File: src/rtl/uart_pkg.sv
// Shared UART definitions: FSM encoding, parity types and line levels.
// Used by both the TX and RX paths.
package uart_pkg;

    localparam logic [2:0] IDLE   = 3'd0;
    localparam logic [2:0] START  = 3'd1;
    localparam logic [2:0] DATA   = 3'd2;
    localparam logic [2:0] PARITY = 3'd3;
    localparam logic [2:0] STOP   = 3'd4;

    localparam logic PAR_EVEN = 1'b0;
    localparam logic PAR_ODD  = 1'b1;

    localparam logic IDLE_LVL  = 1'b1;
    localparam logic START_LVL = 1'b0;
    localparam logic STOP_LVL  = 1'b1;

    // xr is the XOR-reduction of the data word
    function automatic logic par_bit(
        input logic xr,
        input logic typ
    );
        return xr ^ (typ == PAR_ODD);
    endfunction

endpackage

File: src/rtl/uart_tx_serializer.sv
// Load/shift register and bit counter for the UART transmitter.
// ser_bit is always the next data bit to put on the line.
module uart_tx_serializer
    import uart_pkg::*;
#(
    parameter int DATA_WIDTH = 8
) (
    input  logic                  clk,
    input  logic                  reset,
    input  logic                  load,
    input  logic                  shift,
    input  logic                  step,
    input  logic [DATA_WIDTH-1:0] din,
    output logic                  ser_bit,
    output logic                  ser_done
);

    localparam int CW = (DATA_WIDTH > 1) ? $clog2(DATA_WIDTH) : 1;

    logic [DATA_WIDTH-1:0] shreg;
    logic [CW-1:0]         cnt;

    always_ff @(posedge clk or negedge reset) begin
        if (!reset) begin
            shreg <= '0;
            cnt   <= '0;
        end else if (load) begin
            shreg <= din;
            cnt   <= '0;
        end else begin
            if (shift) shreg <= shreg >> 1;
            if (step)  cnt   <= cnt + CW'(1);
        end
    end

    assign ser_bit  = shreg[0];
    assign ser_done = (cnt == CW'(DATA_WIDTH - 1));

endmodule

File: src/rtl/uart_tx.sv
// UART transmitter: start, LSB-first data, optional parity, one stop.
// One clock per bit; TX_OUT and busy are registered.
module uart_tx
    import uart_pkg::*;
#(
    parameter int DATA_WIDTH = 8
) (
    input  logic                  clk,
    input  logic                  reset,
    input  logic [DATA_WIDTH-1:0] P_DATA,
    input  logic                  Data_Valid,
    input  logic                  PAR_EN,
    input  logic                  PAR_TYP,
    output logic                  TX_OUT,
    output logic                  busy
);

    logic [2:0] state;
    logic [2:0] state_nxt;
    logic       tx_nxt;
    logic       accept;
    logic       shift;
    logic       step;
    logic       ser_bit;
    logic       ser_done;
    logic       par_en_q;
    logic       par_q;

    assign accept = (state == IDLE) && Data_Valid;

    uart_tx_serializer #(
        .DATA_WIDTH (DATA_WIDTH)
    ) u_ser (
        .clk      (clk),
        .reset    (reset),
        .load     (accept),
        .shift    (shift),
        .step     (step),
        .din      (P_DATA),
        .ser_bit  (ser_bit),
        .ser_done (ser_done)
    );

    // Outputs are computed from the next state so they stay registered
    always_comb begin
        state_nxt = state;
        tx_nxt    = IDLE_LVL;
        shift     = 1'b0;
        step      = 1'b0;
        case (state)
            IDLE: begin
                if (Data_Valid) begin
                    state_nxt = START;
                    tx_nxt    = START_LVL;
                end
            end
            START: begin
                state_nxt = DATA;
                tx_nxt    = ser_bit;
                shift     = 1'b1;
            end
            DATA: begin
                if (ser_done) begin
                    if (par_en_q) begin
                        state_nxt = PARITY;
                        tx_nxt    = par_q;
                    end else begin
                        state_nxt = STOP;
                        tx_nxt    = STOP_LVL;
                    end
                end else begin
                    tx_nxt = ser_bit;
                    shift  = 1'b1;
                    step   = 1'b1;
                end
            end
            PARITY: begin
                state_nxt = STOP;
                tx_nxt    = STOP_LVL;
            end
            STOP: begin
                state_nxt = IDLE;
                tx_nxt    = IDLE_LVL;
            end
            default: begin
                state_nxt = IDLE;
                tx_nxt    = IDLE_LVL;
            end
        endcase
    end

    always_ff @(posedge clk or negedge reset) begin
        if (!reset) begin
            state  <= IDLE;
            TX_OUT <= IDLE_LVL;
            busy   <= 1'b0;
        end else begin
            state  <= state_nxt;
            TX_OUT <= tx_nxt;
            busy   <= (state_nxt != IDLE);
        end
    end

    // Parity is fixed from the word captured at acceptance
    always_ff @(posedge clk or negedge reset) begin
        if (!reset) begin
            par_en_q <= 1'b0;
            par_q    <= 1'b0;
        end else if (accept) begin
            par_en_q <= PAR_EN;
            par_q    <= par_bit(^P_DATA, PAR_TYP);
        end
    end

endmodule

File: config.mk
export PLATFORM = sky130hd
export DESIGN_NAME = uart_tx
export DESIGN_NICKNAME = d
export VERILOG_FILES = /design/src/rtl/uart_pkg.sv /design/src/rtl/uart_tx_serializer.sv /design/src/rtl/uart_tx.sv
export SDC_FILE = /design/constraint.sdc
export NUM_CORES = 1
export LEC_CHECK = 0
export ABC_AREA = 1
export ABC_CLOCK_PERIOD_IN_PS = 2200
export BUFFER_PORTS_ARGS = -buffer_cell sky130_fd_sc_hd__buf_2
export CORE_ASPECT_RATIO = 0.75
export CORE_UTILIZATION = 40
export CTS_BUF_LIST = sky130_fd_sc_hd__clkbuf_2 sky130_fd_sc_hd__clkbuf_4 sky130_fd_sc_hd__clkbuf_8
export CTS_CLUSTER_SIZE = 25
export DETAILED_ROUTE_END_ITERATION = 16
export GPL_TIMING_DRIVEN = 0
export HOLD_SLACK_MARGIN = 0.03
export MAX_ROUTING_LAYER = met4
export PLACE_DENSITY_LB_ADDON = 0.1
export SYNTH_ARGS = -nofsm -noshare
export SYNTH_HDL_FRONTEND = slang
export SYNTH_HIERARCHICAL = 1
export SYNTH_SLANG_ARGS = --single-unit
File: constraint.sdc
create_clock -name clk -period 2.2 [get_ports clk]
set_input_delay 0.11 -clock clk [delete_from_list [all_inputs] [get_ports clk]]
set_output_delay 0.11 -clock clk [all_outputs]
set_load 0.05 [all_outputs]
# [Word level (Yosys, flattened, before mapping)]
# Cells that the tools add are included.
[op_classes] add_sub_neg=1 n_mul=0 div=0 n_lt_le_gt_ge=0 n_eq_ne=4 shifts=0 mux=15 n_bitwise=1 n_reduce_logical=6
[op_table] cell="two-way mux 8 bit" count=2
[op_table] cell="two-way mux 3 bit" count=5
[op_table] cell="one-hot mux 3 bit (4 select lines)" count=1
[op_table] cell="XOR reduction 8 bit" count=1
[op_table] cell="== test 3 x 2 -> 1 bit, second input constant" count=2
[op_table] cell="two-way mux 1 bit" count=5
[op_table] cell="nonzero test 2 bit" count=2
[op_table] cell="adder 3 x 1 -> 3 bit, second input constant" count=1
[op_table] cell="== test 3 x 1 -> 1 bit, second input constant" count=1
[op_table] cell="== test 3 bit, second input constant" count=1
[op_table] cell="logical NOT 3 bit" count=1
[op_table] cell="one-hot mux 1 bit (3 select lines)" count=1
[op_table] cell="nonzero test 3 bit" count=1
[op_table] cell="one-hot mux 1 bit (2 select lines)" count=1
[op_table] cell="logical AND 1 bit" count=1
[op_table] cell="XOR 1 bit" count=1
[word_totals] regBits=18 latch_bits=0 ramBits=0 romBits=0 in_bits=13 output_inout_bits=2 wordCells=34 memories=0

# [Longest topological paths before layout]
[logic_depth] word_depth=5 mapped_depth=10 depth_no_buf=10

# [By module]
# The synthesis kept the hierarchy.
[modules_own_cells] mod="uart_tx_serializer" n_inst=1 cells_per_inst=62 area_each_um2=569.3
[modules_own_cells] mod="uart_tx" n_inst=1 cells_per_inst=67 area_each_um2=461.7

# [Least setup slack after synthesis]
# Ideal clock, no wire load.
[synth_timing] kind="reg-to-reg" start="register u_ser.cnt[0]" end="register u_ser.shreg[0]" t_arrival_ps=1264 slack_ps=812 stages_incl_launch_ff=8 path_buffers=1 cell_sequence="dfrtp_1 -> ha_1 -> ha_1 -> o21ai_1 -> buf_4 -> nor2_4 -> nand2_1 -> nand3_1"
[synth_via] elab_chain_len=4
[synth_rtl] item="start, declared" line="uart_tx_serializer.sv:21" source="logic [CW-1:0] cnt;"
[synth_rtl] item="start signal, assigned" line="uart_tx_serializer.sv:32" source="if (step) cnt <= cnt + CW'(1);"
[synth_rtl] item="== test 3 bit" line="uart_tx_serializer.sv:37" source="assign ser_done = (cnt == CW'(DATA_WIDTH - 1));"
[synth_rtl] item="via ser_done" line="uart_tx.sv:25" source="logic ser_done;"
[synth_rtl] item="two-way mux 1 bit" line="uart_tx.sv:63" source="if (ser_done) begin"
[synth_rtl] item="one-hot mux 1 bit (2 select lines)" line="uart_tx.sv:50" source="case (state)"
[synth_rtl] item="via shift" line="uart_tx.sv:22" source="logic shift;"
[synth_rtl] item="nonzero test 2 bit (no source line)"
[synth_rtl] item="end signal, assigned" line="uart_tx_serializer.sv:28" source="shreg <= din;"
[synth_rtl] item="end signal, assigned" line="uart_tx_serializer.sv:31" source="if (shift) shreg <= shreg >> 1;"
[synth_rtl] item="end, declared" line="uart_tx_serializer.sv:20" source="logic [DATA_WIDTH-1:0] shreg;"
# The timed path passes the listed nets, and every way through them passes these cells.
# A chain may end at the register's enable or synchronous reset.

# [Final worst setup path]
[layout_timing] start="register u_ser.cnt[0]" end="register u_ser.shreg[2]"
# The elaborated chain is that of the path after synthesis.

==> impl_metrics.tcl <==
set metrics [dict create \
    status "complete, no violations" \
    ys_ff_latch 18 \
    vias 866 \
    die_area_mm2 0.00279 \
    maxCapViolCount 0 \
    gp_congestion 0.722 \
    skew_ns 0.00527 \
    cp.arrival_ns 1.75 \
    setup_tns_ns 0 \
    place_area_mm2 0.00114 \
    drt-pass1-iter-count 4 \
    clock_path_buffers 2 \
    drc_errors 0 \
    die_h_um 46.0 \
    cts.clk_slew.worst_paths_ns 0.10 \
    placedCellCount 177 \
    period_share_pct 71.1 \
    fillCellCount 225 \
    ys_seq_area_share_pct 43.8 \
    clk_latency_ns 0.30 \
    antenna_found_initial 0 \
    initial_core_util_pct 43.6 \
    switching_share_pct 43.4 \
    syn-num-nets 144 \
    final_max_slew_viol_count 0 \
    rows 15 \
    worstPathRequired_ns 2.39 \
    cts-root-buf "clkbuf_4" \
    p_seq_share_pct 39.8 \
    die_x_um 60.6 \
    insertedDiodeCount 0 \
    finalPower_mw 1.43 \
    final_cells 184 \
    ios 15 \
    grt_setup_unrepaired "no" \
    grt_max_degree 19 \
    synthCells 129 \
    cts_setup_buffers 0 \
    rrSetupSlack_ns 0.64 \
    avgSynthCellArea_um2 7.99 \
    end_kind "register" \
    regArea_um2 452 \
    fin_area_mm2 0.00120 \
    gr-total-overflow 0 \
    fin_util_pct 50.9 \
    fin_nets 166 \
    synth.top_cell.area_share_pct 41.3 \
    hold_viol_final 0 \
    portBuffers 14 \
    worstPathMaxFanout 8 \
    yosysWarnings 6 \
    hold_class "in2reg" \
    routed_wl_mm 1.91 \
    power_frac_clock_pct 12.9 \
    finalCriticalPeriod_ns 1.56 \
    yosys.area.top_type "dfrtp_1" \
    switching_power_uw 619 \
    p_per_area_mw_per_mm2 1190 \
    grt_use_total_pct 17.5 \
    cts_tree "built" \
    ys_top_cells_by_area "dfrtp_1, nand2_1, nand3_1" \
    dp_hpwl_mm 1.44 \
    area_growth_pct 16.7 \
    numCtsBuffers 3 \
    pwr-share-comb_pct 47.3 \
    drive_gt1_share_pct 22.7 \
    power_leakage_nw 0.653 \
    grt_pass1_vias 791 \
    slew_headroom_pct 72.7 \
    grt_pass1_wl_mm 3.41 \
    multi_input_comb_area_um2 479 \
    tightest_slew_ns 0.409 \
    antenna_left 0 \
    core_area_mm2 0.00236 \
    setup_viol 0 \
    clock_sinks 18 \
    post_drt_wl_per_cell_um 10.4 \
    drtIter0Drc 34 \
    ys_types 23 \
    cts_max_level 1 \
    maxClockFrequency_mhz 640 \
    critical_path_class "reg2reg" \
    drt-vias-per-instance 4.71 \
    crit_path_start_kind "register" \
    synth.cell_area_mm2 0.00103 \
    internal_power_uw 809 \
    peakVddDrop_v 0.000446 \
]
[path summary, 6_finish.rpt]
path,start,to,cells after the start
setup / recovery,u_ser/cnt[0]$_DFFE_PN0P_,u_ser/shreg[2]$_DFFE_PN0P_,7
hold / removal,P_DATA[6],u_ser/shreg[6]$_DFFE_PN0P_,3
setup reg to reg,u_ser/cnt[0]$_DFFE_PN0P_,u_ser/shreg[2]$_DFFE_PN0P_,7
hold reg to reg,par_q$_DFFE_PN0P_,par_q$_DFFE_PN0P_,2
max in group asynchronous,reset,TX_OUT$_DFF_PN1_,2
min in group asynchronous,reset,u_ser/shreg[7]$_DFFE_PN0P_,2
[critical path, stage by stage, from the launching register on]
cell and delay (ns):
dfrtp_1 0.41, ha_1 0.22, ha_1 0.27, o21ai_1 0.15, buf_4 0.20, nor2_4 0.08, nand2_1 0.06, nand3_1 0.06
[Yosys cell counts (all sizes together)]
library cell,instances
a21oi,2
buf,3
dfrtp,17
dfstp,1
ha,2
inv,17
nand2,44
nand3,23
nor2,8
nor3,2
o21ai,4
o221ai,1
or2,1
xnor2,2
xor2,2
[state kept, by name (all words and copies together), names as in the netlist]
signal and flops:
TX_OUT 1, par_en_q 1, u_ser/cnt 3, busy 1, state 3, u_ser/shreg 8
par_q 1
[metal layers]
metal	part of all wire, %	wire [um]	track usage, %	up-vias
met3	4.3	82	5.97	2
met1	53	1010	23.3	398
li1	-	-	-	450
met5	0	0	-	-
met2	43	813	25.5	16
met4	0.52	10	4.09	0
[kinds of logic (layout without fill, tap and decap cells)]
kind of cell | count (synthesis) | count (layout) | share of synthesized area, %
and+or+nand+nor | 78 | 78 | 36.5
buffers and inverters | 20 | 41 | 9.71
DFF | 18 | 18 | 43.8
AOI/OAI and AO/OA | 7 | 7 | 4.13
xor gates and xnor gates | 4 | 4 | 3.40
adders and majority gates | 2 | 2 | 2.43
[area by class of cell]
| cell class | instances | share of cell area, % |
|---|---|---|
| multi-input cells | 91 | 39.8 |
| flip-flops and latches | 18 | 37.5 |
| repair buffers | 17 | 8.32 |
| inverters | 17 | 5.51 |
| well taps | 34 | 3.53 |
| plain buffers | 3 | 2.81 |
| clock buffers | 4 | 2.49 |
[power by group through the flow]
stage / clock (mW) / sequential (mW) / combinational [mW]
4_1_cts: 0.189 / 0.568 / 0.681
2_1_floorplan: 0 / 0.626 / 0.476
6_report: 0.184 / 0.569 / 0.676
3_5_place_dp: 0 / 0.574 / 0.677
5_1_grt: 0.203 / 0.590 / 0.767
3_3_place_gp: 0 / 0.572 / 0.665
[what timing repair did]
action                    CTS  global route
hold buffers                3             0
gates resized for setup     0             0
hold endpoints to repair   19             0
[stage by stage]
stage	hold slack (ns)	worst slack, ns
CTS	0.0552	0.631
detailed placement	0.0628	0.649
finish	0.0558	0.637
floorplan	-0.186	0.812
global route	0.0575	0.524
global placement	0.0676	0.661
[placed cells by master, fill, tap and decap left out]
master and instances:
a21oi_1 2, buf_2 14, buf_4 1, buf_6 1, buf_8 1, clkbuf_4 4
dfrtp_1 17, dfstp_2 1, dlygate4sd3_1 3, ha_1 2, inv_1 16, inv_4 1
nand2_1 43, nand2_2 1, nand3_1 17, nand3_2 6, nor2_1 6, nor2_4 2
nor3_1 2, o21ai_0 2, o21ai_1 1, o21ai_2 1, o221ai_1 1, or2_4 1
xnor2_1 2, xor2_1 2
No activity file was read; power rests on OpenSTA's default activity.
